File: src/rtl/fwd_hazard_unit.sv
// Operand forwarding select and load-use stall controller for a 5-stage pipeline.
// Optional statistics counters are compiled in with `define FWD_HAZARD_STATS_EN.
module fwd_hazard_unit #(
  parameter int NUM_SRC  = 2,
  parameter int REG_AW   = 5,
  parameter int LOAD_LAT = 1
) (
  input  logic                        i_clk,
  input  logic                        i_rst_n,
  input  logic [NUM_SRC*REG_AW-1:0]   i_rs_IFID,
  input  logic [NUM_SRC-1:0]          i_rs_used_IFID,
  input  logic [NUM_SRC*REG_AW-1:0]   i_rs_IDEX,
  input  logic [REG_AW-1:0]           i_rd_IDEX,
  input  logic [REG_AW-1:0]           i_rd_EXMEM,
  input  logic [REG_AW-1:0]           i_rd_MEMWB,
  input  logic                        i_clu_RegWrite_IDEX,
  input  logic                        i_clu_RegWrite_EXMEM,
  input  logic                        i_clu_RegWrite_MEMWB,
  input  logic                        i_clu_MemRead_IDEX,
  input  logic                        i_flush,
  output logic [2*NUM_SRC-1:0]        o_forward,
  output logic                        o_stall_IF,
  output logic                        o_stall_ID,
  output logic                        o_bubble_EX,
  output logic [31:0]                 o_stall_cycles,
  output logic [31:0]                 o_fwd_events
);

  // state | meaning
  // IDLE  | no stall in progress; load-use hazards are detected here
  // STALL | extra stall cycles of a multi-cycle load-use stall; cnt counts down
  localparam logic [0:0] IDLE  = 1'b0;
  localparam logic [0:0] STALL = 1'b1;
  localparam logic [1:0] CNT_INIT = 2'(LOAD_LAT - 1);

  logic [0:0] state;
  logic [1:0] cnt;
  logic       hazard;
  logic       stall;

  always_comb begin
    o_forward = '0;
    for (int k = 0; k < NUM_SRC; k++) begin
      if (i_clu_RegWrite_EXMEM && (i_rd_EXMEM != '0) &&
          (i_rd_EXMEM == i_rs_IDEX[k*REG_AW +: REG_AW]))
        o_forward[2*k +: 2] = 2'b10;
      else if (i_clu_RegWrite_MEMWB && (i_rd_MEMWB != '0) &&
               (i_rd_MEMWB == i_rs_IDEX[k*REG_AW +: REG_AW]))
        o_forward[2*k +: 2] = 2'b01;
    end
  end

  always_comb begin
    hazard = 1'b0;
    for (int k = 0; k < NUM_SRC; k++) begin
      if (i_rs_used_IFID[k] && (i_rs_IFID[k*REG_AW +: REG_AW] == i_rd_IDEX))
        hazard = 1'b1;
    end
    hazard = hazard & i_clu_MemRead_IDEX & i_clu_RegWrite_IDEX & (i_rd_IDEX != '0);
  end

  // Gated by reset so the stall drops the instant reset asserts.
  assign stall       = i_rst_n & ~i_flush & ((state == STALL) | hazard);
  assign o_stall_IF  = stall;
  assign o_stall_ID  = stall;
  assign o_bubble_EX = stall;

  always_ff @(posedge i_clk or negedge i_rst_n) begin
    if (!i_rst_n) begin
      state <= IDLE;
      cnt   <= 2'd0;
    end else if (i_flush) begin
      state <= IDLE;
      cnt   <= 2'd0;
    end else begin
      case (state)
        IDLE: begin
          if (hazard && (LOAD_LAT > 1)) begin
            state <= STALL;
            cnt   <= CNT_INIT;
          end
        end
        STALL: begin
          cnt <= cnt - 2'd1;
          if (cnt == 2'd1) state <= IDLE;
        end
        default: begin
          state <= IDLE;
          cnt   <= 2'd0;
        end
      endcase
    end
  end

`ifdef FWD_HAZARD_STATS_EN
  logic [31:0] stall_cycles;
  logic [31:0] fwd_events;

  always_ff @(posedge i_clk or negedge i_rst_n) begin
    if (!i_rst_n) begin
      stall_cycles <= '0;
      fwd_events   <= '0;
    end else begin
      if (stall && (stall_cycles != 32'hFFFF_FFFF))
        stall_cycles <= stall_cycles + 32'd1;
      if ((o_forward != '0) && (fwd_events != 32'hFFFF_FFFF))
        fwd_events <= fwd_events + 32'd1;
    end
  end

  assign o_stall_cycles = stall_cycles;
  assign o_fwd_events   = fwd_events;
`else
  assign o_stall_cycles = 32'd0;
  assign o_fwd_events   = 32'd0;
`endif

endmodule

File: config.mk
export PLATFORM = sky130hd
export DESIGN_NAME = fwd_hazard_unit
export DESIGN_NICKNAME = d
export VERILOG_FILES = /design/src/rtl/fwd_hazard_unit.sv
export SDC_FILE = /design/constraint.sdc
export NUM_CORES = 1
export LEC_CHECK = 0
export BUFFER_PORTS_ARGS = -buffer_cell sky130_fd_sc_hd__buf_4
export CORE_ASPECT_RATIO = 1.1
export CORE_UTILIZATION = 35
export CTS_BUF_LIST = sky130_fd_sc_hd__clkbuf_8 sky130_fd_sc_hd__clkbuf_16
export DETAILED_ROUTE_END_ITERATION = 16
export GPL_TIMING_DRIVEN = 1
export HOLD_SLACK_MARGIN = 0.15
export MAX_ROUTING_LAYER = met4
export PLACE_DENSITY = 0.8
export SLEW_MARGIN = 30
export SYNTH_ARGS = -nofsm -noshare
export SYNTH_HDL_FRONTEND = slang
export SYNTH_SLANG_ARGS = --single-unit
File: constraint.sdc
create_clock -name i_clk -period 1.98 [get_ports i_clk]
set_clock_uncertainty 0.2 [all_clocks]
set_input_delay 0.198 -clock i_clk [delete_from_list [all_inputs] [get_ports i_clk]]
set_output_delay 0.198 -clock i_clk [all_outputs]
set_load 0.02 [all_outputs]
== Word level (Yosys, flattened, before mapping) ==
Index checks and enable logic that the tools add are counted.

* Register bits: 3
* Input bits: 44
* Output and inout bits: 71
* Word-level logic and storage cells: 40

* $add $sub $neg: 1
* Eq/ne operators: 7
* Mux-type cells: 11
* Bitwise logic cells: 7
* Reduce and logical (&&, ||, !) cells: 12

{| class="wikitable"
|+ Operators with widths
! cell !! number
|-
| 5-bit == test || 6
|-
| 5-bit nonzero test || 3
|-
| 1-bit logical AND || 8
|-
| 2-bit two-way mux || 4
|-
| 1-bit two-way mux || 7
|-
| 1-bit bitwise AND || 5
|-
| 2-bit by 1-bit == test with 1-bit output, second input constant || 1
|-
| 2-bit nonzero test || 1
|-
| 2-bit by 1-bit subtractor with 2-bit output, second input constant || 1
|-
| 1-bit NOT || 1
|-
| 1-bit bitwise OR || 1
|}

== Longest topological paths before layout ==
Gate-level depths: netlist of run 1.

* Word-level depth: 9
* Gate-level depth with buffers: 5
* Gate-level depth less buffers: 4

== Least setup slack after synthesis of run 1 ==
Ideal clock, no wire load.

* Path kind: input-to-output
* From: input port i_rd_IDEX[3]
* To: output port o_stall_ID
* Data arrival time: 1.582 ns
* Required time: 1.582 ns
* Slack: 0.000 ns
* Stages: 5
* Path buffers: 1
* Cell sequence: xor2_1 -> nor4_1 -> a32oi_1 -> o21ai_0 -> buf_4

* Cells in the longest elaborated chain, start to end: 9
* Elaborated cells between the ends (all ways): 12
* Those cells by class: eq/ne: 2; mux: 2; bitwise: 5; reduce/logical: 3

{| class="wikitable"
|+ RTL lines
! element !! RTL line !! text
|-
| start, declared || 13 || <nowiki>input logic [REG_AW-1:0] i_rd_IDEX,</nowiki>
|-
| 5-bit == test || 56 || <nowiki>if (i_rs_used_IFID[k] && (i_rs_IFID[k*REG_AW +: REG_AW] == i_rd_IDEX))</nowiki>
|-
| 1-bit logical AND || 56 ||
|-
| 1-bit two-way mux (2 in a row) || 56 ||
|-
| 1-bit bitwise AND (2 in a row) || 59 || <nowiki>hazard = hazard & i_clu_MemRead_IDEX & i_clu_RegWrite_IDEX & (i_rd_IDEX != '0);</nowiki>
|-
| 1-bit bitwise AND (*) || 59 ||
|-
| 1-bit bitwise OR (*) || 63 || <nowiki>assign stall = i_rst_n & ~i_flush & ((state == STALL) | hazard);</nowiki>
|-
| 1-bit bitwise AND (*) || 63 ||
|-
| end, declared || 23 || <nowiki>output logic o_stall_ID,</nowiki>
|}

Every way passes the cells marked *; elsewhere a longest branch is shown, timed or not.

== Worst setup path in the final report of run 1 ==
* From: input port i_rd_MEMWB[2]
* To: output port o_forward[0]

* Cells in the longest elaborated chain, start to end: 5
* Elaborated cells between the ends (all ways): 6
* Those cells by class: eq/ne: 1; mux: 2; reduce/logical: 3

{| class="wikitable"
|+ RTL lines
! element !! RTL line !! text
|-
| start, declared || 15 || <nowiki>input logic [REG_AW-1:0] i_rd_MEMWB,</nowiki>
|-
| 5-bit nonzero test || 47 || <nowiki>else if (i_clu_RegWrite_MEMWB && (i_rd_MEMWB != '0) &&</nowiki>
|-
| 1-bit logical AND || 47 ||
|-
| 1-bit logical AND (*) || 47 ||
|-
| 1-bit two-way mux (*) || 47 ||
|-
| 2-bit two-way mux (*) || 44 || <nowiki>if (i_clu_RegWrite_EXMEM && (i_rd_EXMEM != '0) &&</nowiki>
|-
| end, declared || 21 || <nowiki>output logic [2*NUM_SRC-1:0] o_forward,</nowiki>
|}

Marks and branches as above.

==> metrics.txt, run 1 <==
global route total overflow=0; worst-path maximum fanout=3; Leak=0.000679 uW; Post-CTS Setup Bufs=0; drt pass-1 iters=3; Final Hold Vio Count=0; Clock transition at path regs=0.03 ns; total number of vias=823; worst setup path class=primary input to output pin; VDD IR max=0.000418 V; Avg Inst Size Synth=8.10 sq um; Fmax=0.527 GHz; status=complete, no violations; core area=0.00280 sq mm; largest net degree at the start of global routing=5; final core occ=45.4%; Final ANT Viol Nets=0; Top Family by Delay on Critical Path=simple AND/OR/NAND/NOR gates; Yosys warning count=0; max-slew violations=0; Cells after Synth=128; n_diodes=0; H-tree levels=1; post-route minimum period=1.90 ns; Slowest-stage cell, CP=or4_1; dpl cells=208; GPL Wtd Cong=0.765; Clock Tree Buf Depth=2; Seq cells post-synth=3; drt total wl=1990 microns; Worst Path Required=1.58 ns; commonest non-fill, non-tap cell in the layout=conb_1; synthesized area=0.00104 sq mm; die area=0.00319 sq mm; Die Y=59.1 microns; Crit. End Element=output pin; layout cells sized above 1=31.3%; CP bufs+invs=2; WP data arrival=1.50 ns; initial antenna violation count=0; TritonCTS clock tree=built; Fill cells=279; Tot Pwr=496 uW; commonest non-fill, non-tap cells in the layout=conb_1 (64), buf_4 (50), xor2_1 (22); routed vias/inst=3.83; Iteration-0 DRC Markers=6; Ports=115; post-DR wirelength/cell=9.25 microns; RSZ-0062 raised after global routing=no; Worst Setup Start Kind=primary input; row count=20; Synth cell types=22; Area growth syn-to-layout=22.8%; DRC errors left=0; Horiz. Die Dim=53.9 microns; Skew-Pair Late Insertion Delay=0.21 ns; Cell Chain, Critical Path=buf_4, or4_1, o21ai_1, or4_1, nor4_2, buf_4; worst hold path class=flip-flop to flip-flop; delay of the slowest critical-path stage=0.55 ns; fin crit share=95.9%; first-pass GRT wire length=2610 microns; Tot GR Track Use=11.3%; PD cells=390 mW/mm^2; root buf cell=clkbuf_8; # port buffers=50; CTS Sinks=3; Initial Utilization=37.0%; cts bufs inserted=3; # nets final=228; HPWL after DPL=1770 microns; register area share after synthesis=7.24%; maxcap violations=0; Non-Filler Instances=215; vias in the first global route=648; Final setup viols=0; flop-to-flop setup slack=0.80 ns
tightest hold or removal path: cells and delay by family (launching register included):
family / cells / cell delay (ns)
mux: 1 / 0.06
flops: 1 / 0.33
simple gates: 1 / 0.08
cell usage after synthesis:
cell type	instances	share of area (%)
o21ai_2	1	0.84
dfrtp_1	3	7.2
xor2_1	22	19
o2111ai_1	1	0.84
nor2_1	2	0.72
nor3b_1	1	0.72
conb_1	1	0.36
ha_1	1	1.2
a32oi_1	1	0.84
nor4_2	2	2.4
nor4_1	4	2.4
buf_4	66	48
nor2b_1	1	0.60
inv_1	1	0.36
xnor2_1	9	7.6
nand2_1	1	0.36
or4_1	5	3.6
mux2i_1	1	0.97
and2_0	1	0.60
o21ai_1	1	0.48
o21ai_0	1	0.48
nand3_1	2	0.97
what timing repair did:
item / in CTS / in global routing
endpoints found under the setup margin: 2 / 2
hold buffers: 3 / 0
pin swaps: 1 / 2
resized for setup: 1 / 0
endpoints found under the hold margin: 6 / 0
registers in the layout, indices dropped and copies added, names as in the netlist:
name   flops
state      1
cnt        2
area by class of cell:
class                   count  area (sq um)  area share (%)
clock buffers               3          41.3            3.24
inverters                   1          3.75           0.295
well taps                  33          41.3            3.24
clock inverters             1          3.75           0.295
multi-input cells         121           703            55.2
repair buffers             53           405            31.8
flip-flops and latches      3          75.1            5.89
path summary, 6_finish.rpt:
path	startpoint	endpoint	cells after the start
max	i_rd_MEMWB[2]	o_forward[0]	6
max in group asynchronous	i_rst_n	cnt[0]	3
max reg2reg	cnt[0]	cnt[1]	3
min in group asynchronous	i_rst_n	state	3
min reg2reg	cnt[1]	cnt[1]	2
min	cnt[1]	cnt[1]	2
per-stage QoR:
step                setup TNS [ns]  hold WS [ns]  instance area [sq um]  setup WS, ns
floorplan                        0        -0.298                   1270      0.000396
global placement                 0        -0.209                   1190        0.0642
detailed placement         -0.0923        -0.208                   1190       -0.0729
CTS                              0         0.338                   1270        0.0221
global route                     0         0.372                   1270        0.0197
finish                           0         0.325                   1270        0.0807
cell families (layout without fill, tap and decap cells):
logic type,Yosys count,in the layout,share of synthesized area (%)
buf+inv,67,58,48.1
mux,1,1,0.965
compound gates,5,5,3.50
simple gates,19,19,12.4
flops,3,3,7.24
xor+xnor,31,31,26.2
fa+ha+maj,1,1,1.21
other cells,1,64,0.362
power by group:
group / total, uW / internal (uW) / switching [uW] / leakage (uW)
sequential: 61.8 / 61.8 / 0.0000000000000632 / 0.0000419
clock: 168 / 132 / 36.0 / 0.0000269
combinational: 267 / 96.7 / 170 / 0.000610
total: 496 / 290 / 206 / 0.000679
layer usage:
metal	wire [microns]	global-route usage [%]
met4	78	5.26
met3	197	2.56
met2	1060	22.2
met1	657	9.57
met5	0	-
No activity file was read; power rests on OpenSTA's default activity.
==> run 2, diff against run 1 <==
==> constraint.sdc (replaced) <==
create_clock -name i_clk -period 1.98 [get_ports i_clk]
set_clock_uncertainty 0.2 [all_clocks]
set_input_delay 0.099 -clock i_clk [delete_from_list [all_inputs] [get_ports i_clk]]
set_output_delay 0.099 -clock i_clk [all_outputs]
set_load 0.02 [all_outputs]
==> metrics.txt, run 2 (same netlist as run 1, synthesis figures left out) <==
PD cells=390 mW/mm^2; launch point of the worst path=i_flush; routing usage on met2=20.8%; Worst R2R Start=cnt[0]; RSZ-0062 raised after global routing=no; global routing's busiest layer=met2; most flop-heavy register=cnt; drt pass-1 iters=2; hold slack=0.332 ns; hold endpoint=cnt[1]; delay of the slowest critical-path stage=0.54 ns; row count=20; routed vias/inst=3.74; worst setup margin=0.208 ns; root buf cell=clkbuf_8; Clock Tree Buf Depth=2; # nets final=228; Ports=115; fin crit share=89.5%; post-DR wirelength/cell=8.86 microns; Area growth syn-to-layout=22.4%; met3 GRT Util=2.31%; Top Family by Delay on Critical Path=buffers and inverters; first-pass GRT wire length=2610 microns; DRC errors left=0; Setup TNS=0 ns; # port buffers=50; drt total wl=1900 microns; status=complete, no violations; die area=0.00319 sq mm; max-slew violations=0; Cell Chain, Critical Path=dlygate4sd3_1, buf_4, nor2b_1, o2111ai_1, o21ai_1, buf_4; pre-CTS WS=0.216 ns; total number of vias=805; global route total overflow=0; VDD IR max=0.000413 V; Post-CTS Setup Bufs=0; largest net degree at the start of global routing=5; CTS Sinks=3; commonest non-fill, non-tap cells in the layout=conb_1 (64), buf_4 (50), xor2_1 (22); WP data arrival=1.47 ns; Worst Setup Start Kind=primary input; Fmax=0.564 GHz; Horiz. Die Dim=53.9 microns; cts bufs inserted=3; flop-to-flop setup slack=0.78 ns; Die Y=59.1 microns; Crit. End Element=output pin; Worst Path Required=1.68 ns; worst hold path class=flip-flop to flip-flop; WHS Path Cells=2; largest registers=cnt x2, state x1; worst-path maximum fanout=4; met1 Use GR=11.7%; Final ANT Viol Nets=0; vias in the first global route=654; H-tree levels=1; Initial Utilization=37.0%; Tot GR Track Use=11.3%; hold_sp=cnt[1]; Final setup viols=0; Final Hold Vio Count=0; TritonCTS clock tree=built; maxcap violations=0; HPWL after DPL=1680 microns; n_diodes=0; layout cells sized above 1=30.8%; R2R depth=3; Iteration-0 DRC Markers=5; max reg flops=2; CP bufs+invs=3; Skew-Pair Late Insertion Delay=0.21 ns; Leak=0.000678 uW; initial antenna violation count=0; Slowest-stage cell, CP=dlygate4sd3_1; Worst path most repeated cell=buf_4; reg-to-reg endpoint=cnt[1]; GPL Wtd Cong=0.767; Clock transition at path regs=0.03 ns; worst setup path class=primary input to output pin; commonest non-fill, non-tap cell in the layout=conb_1; core area=0.00280 sq mm; post-route minimum period=1.77 ns
-- run 2: cell counts in the layout (fill, tap and decap cells not counted) --
Identical to the previous run, type by type.
-- run 2: per-layer routing --
layer	routed length [microns]	part of all wire (%)
met1	658	35
met2	1010	53
met3	218	11
met4	17	0.89
met5	0	0
-- run 2: cell type report --
class	count	area [sq um]
Tap cell	33	41.3
Clock buffer	3	41.3
Inverter	1	3.75
Timing Repair Buffer	53	405
Multi-Input combinational cell	121	699
Fill cell	273	1530
Sequential cell	3	75.1
Clock inverter	1	3.75
-- run 2: repair_timing --
action,in CTS,in global routing
hold buffers,3,0
setup endpoints to repair,0,3
gates resized for setup,0,1
hold endpoints to repair,6,0
-- run 2: worst register-to-register path, stage by stage (launching register included) --
cell and delay, ns:
dfrtp_1 0.39, ha_1 0.30, mux2i_1 0.14, nor2_1 0.06
-- run 2: worst max path at each step --
| stage | depth (start not counted) | slack [ns] | endpoint |
|---|---|---|---|
| floorplan | 5 | 0.20 | o_stall_ID |
| global placement | 6 | 0.26 | o_forward[0] |
| detailed placement | 6 | 0.22 | o_forward[2] |
| CTS | 6 | 0.12 | o_stall_ID |
| global route | 6 | 0.09 | o_stall_IF |
| finish | 6 | 0.21 | o_stall_ID |
-- run 2: metrics by stage --
stage	power (uW)	cell area (sq um)	utilization, %	std cells
after floorplan	321	1270	-	191
final	496	1270	45.3	215
after global placement	320	1190	42.6	208
after CTS	499	1270	45.3	215
after global routing	532	1270	45.3	215
after detailed placement	321	1190	42.6	208
-- run 2: power breakdown --
| part | internal, uW | switching, uW |
|---|---|---|
| Combinational | 96.0 | 170 |
| Clock | 132 | 36.0 |
| Sequential | 61.8 | 0.0000000000000651 |
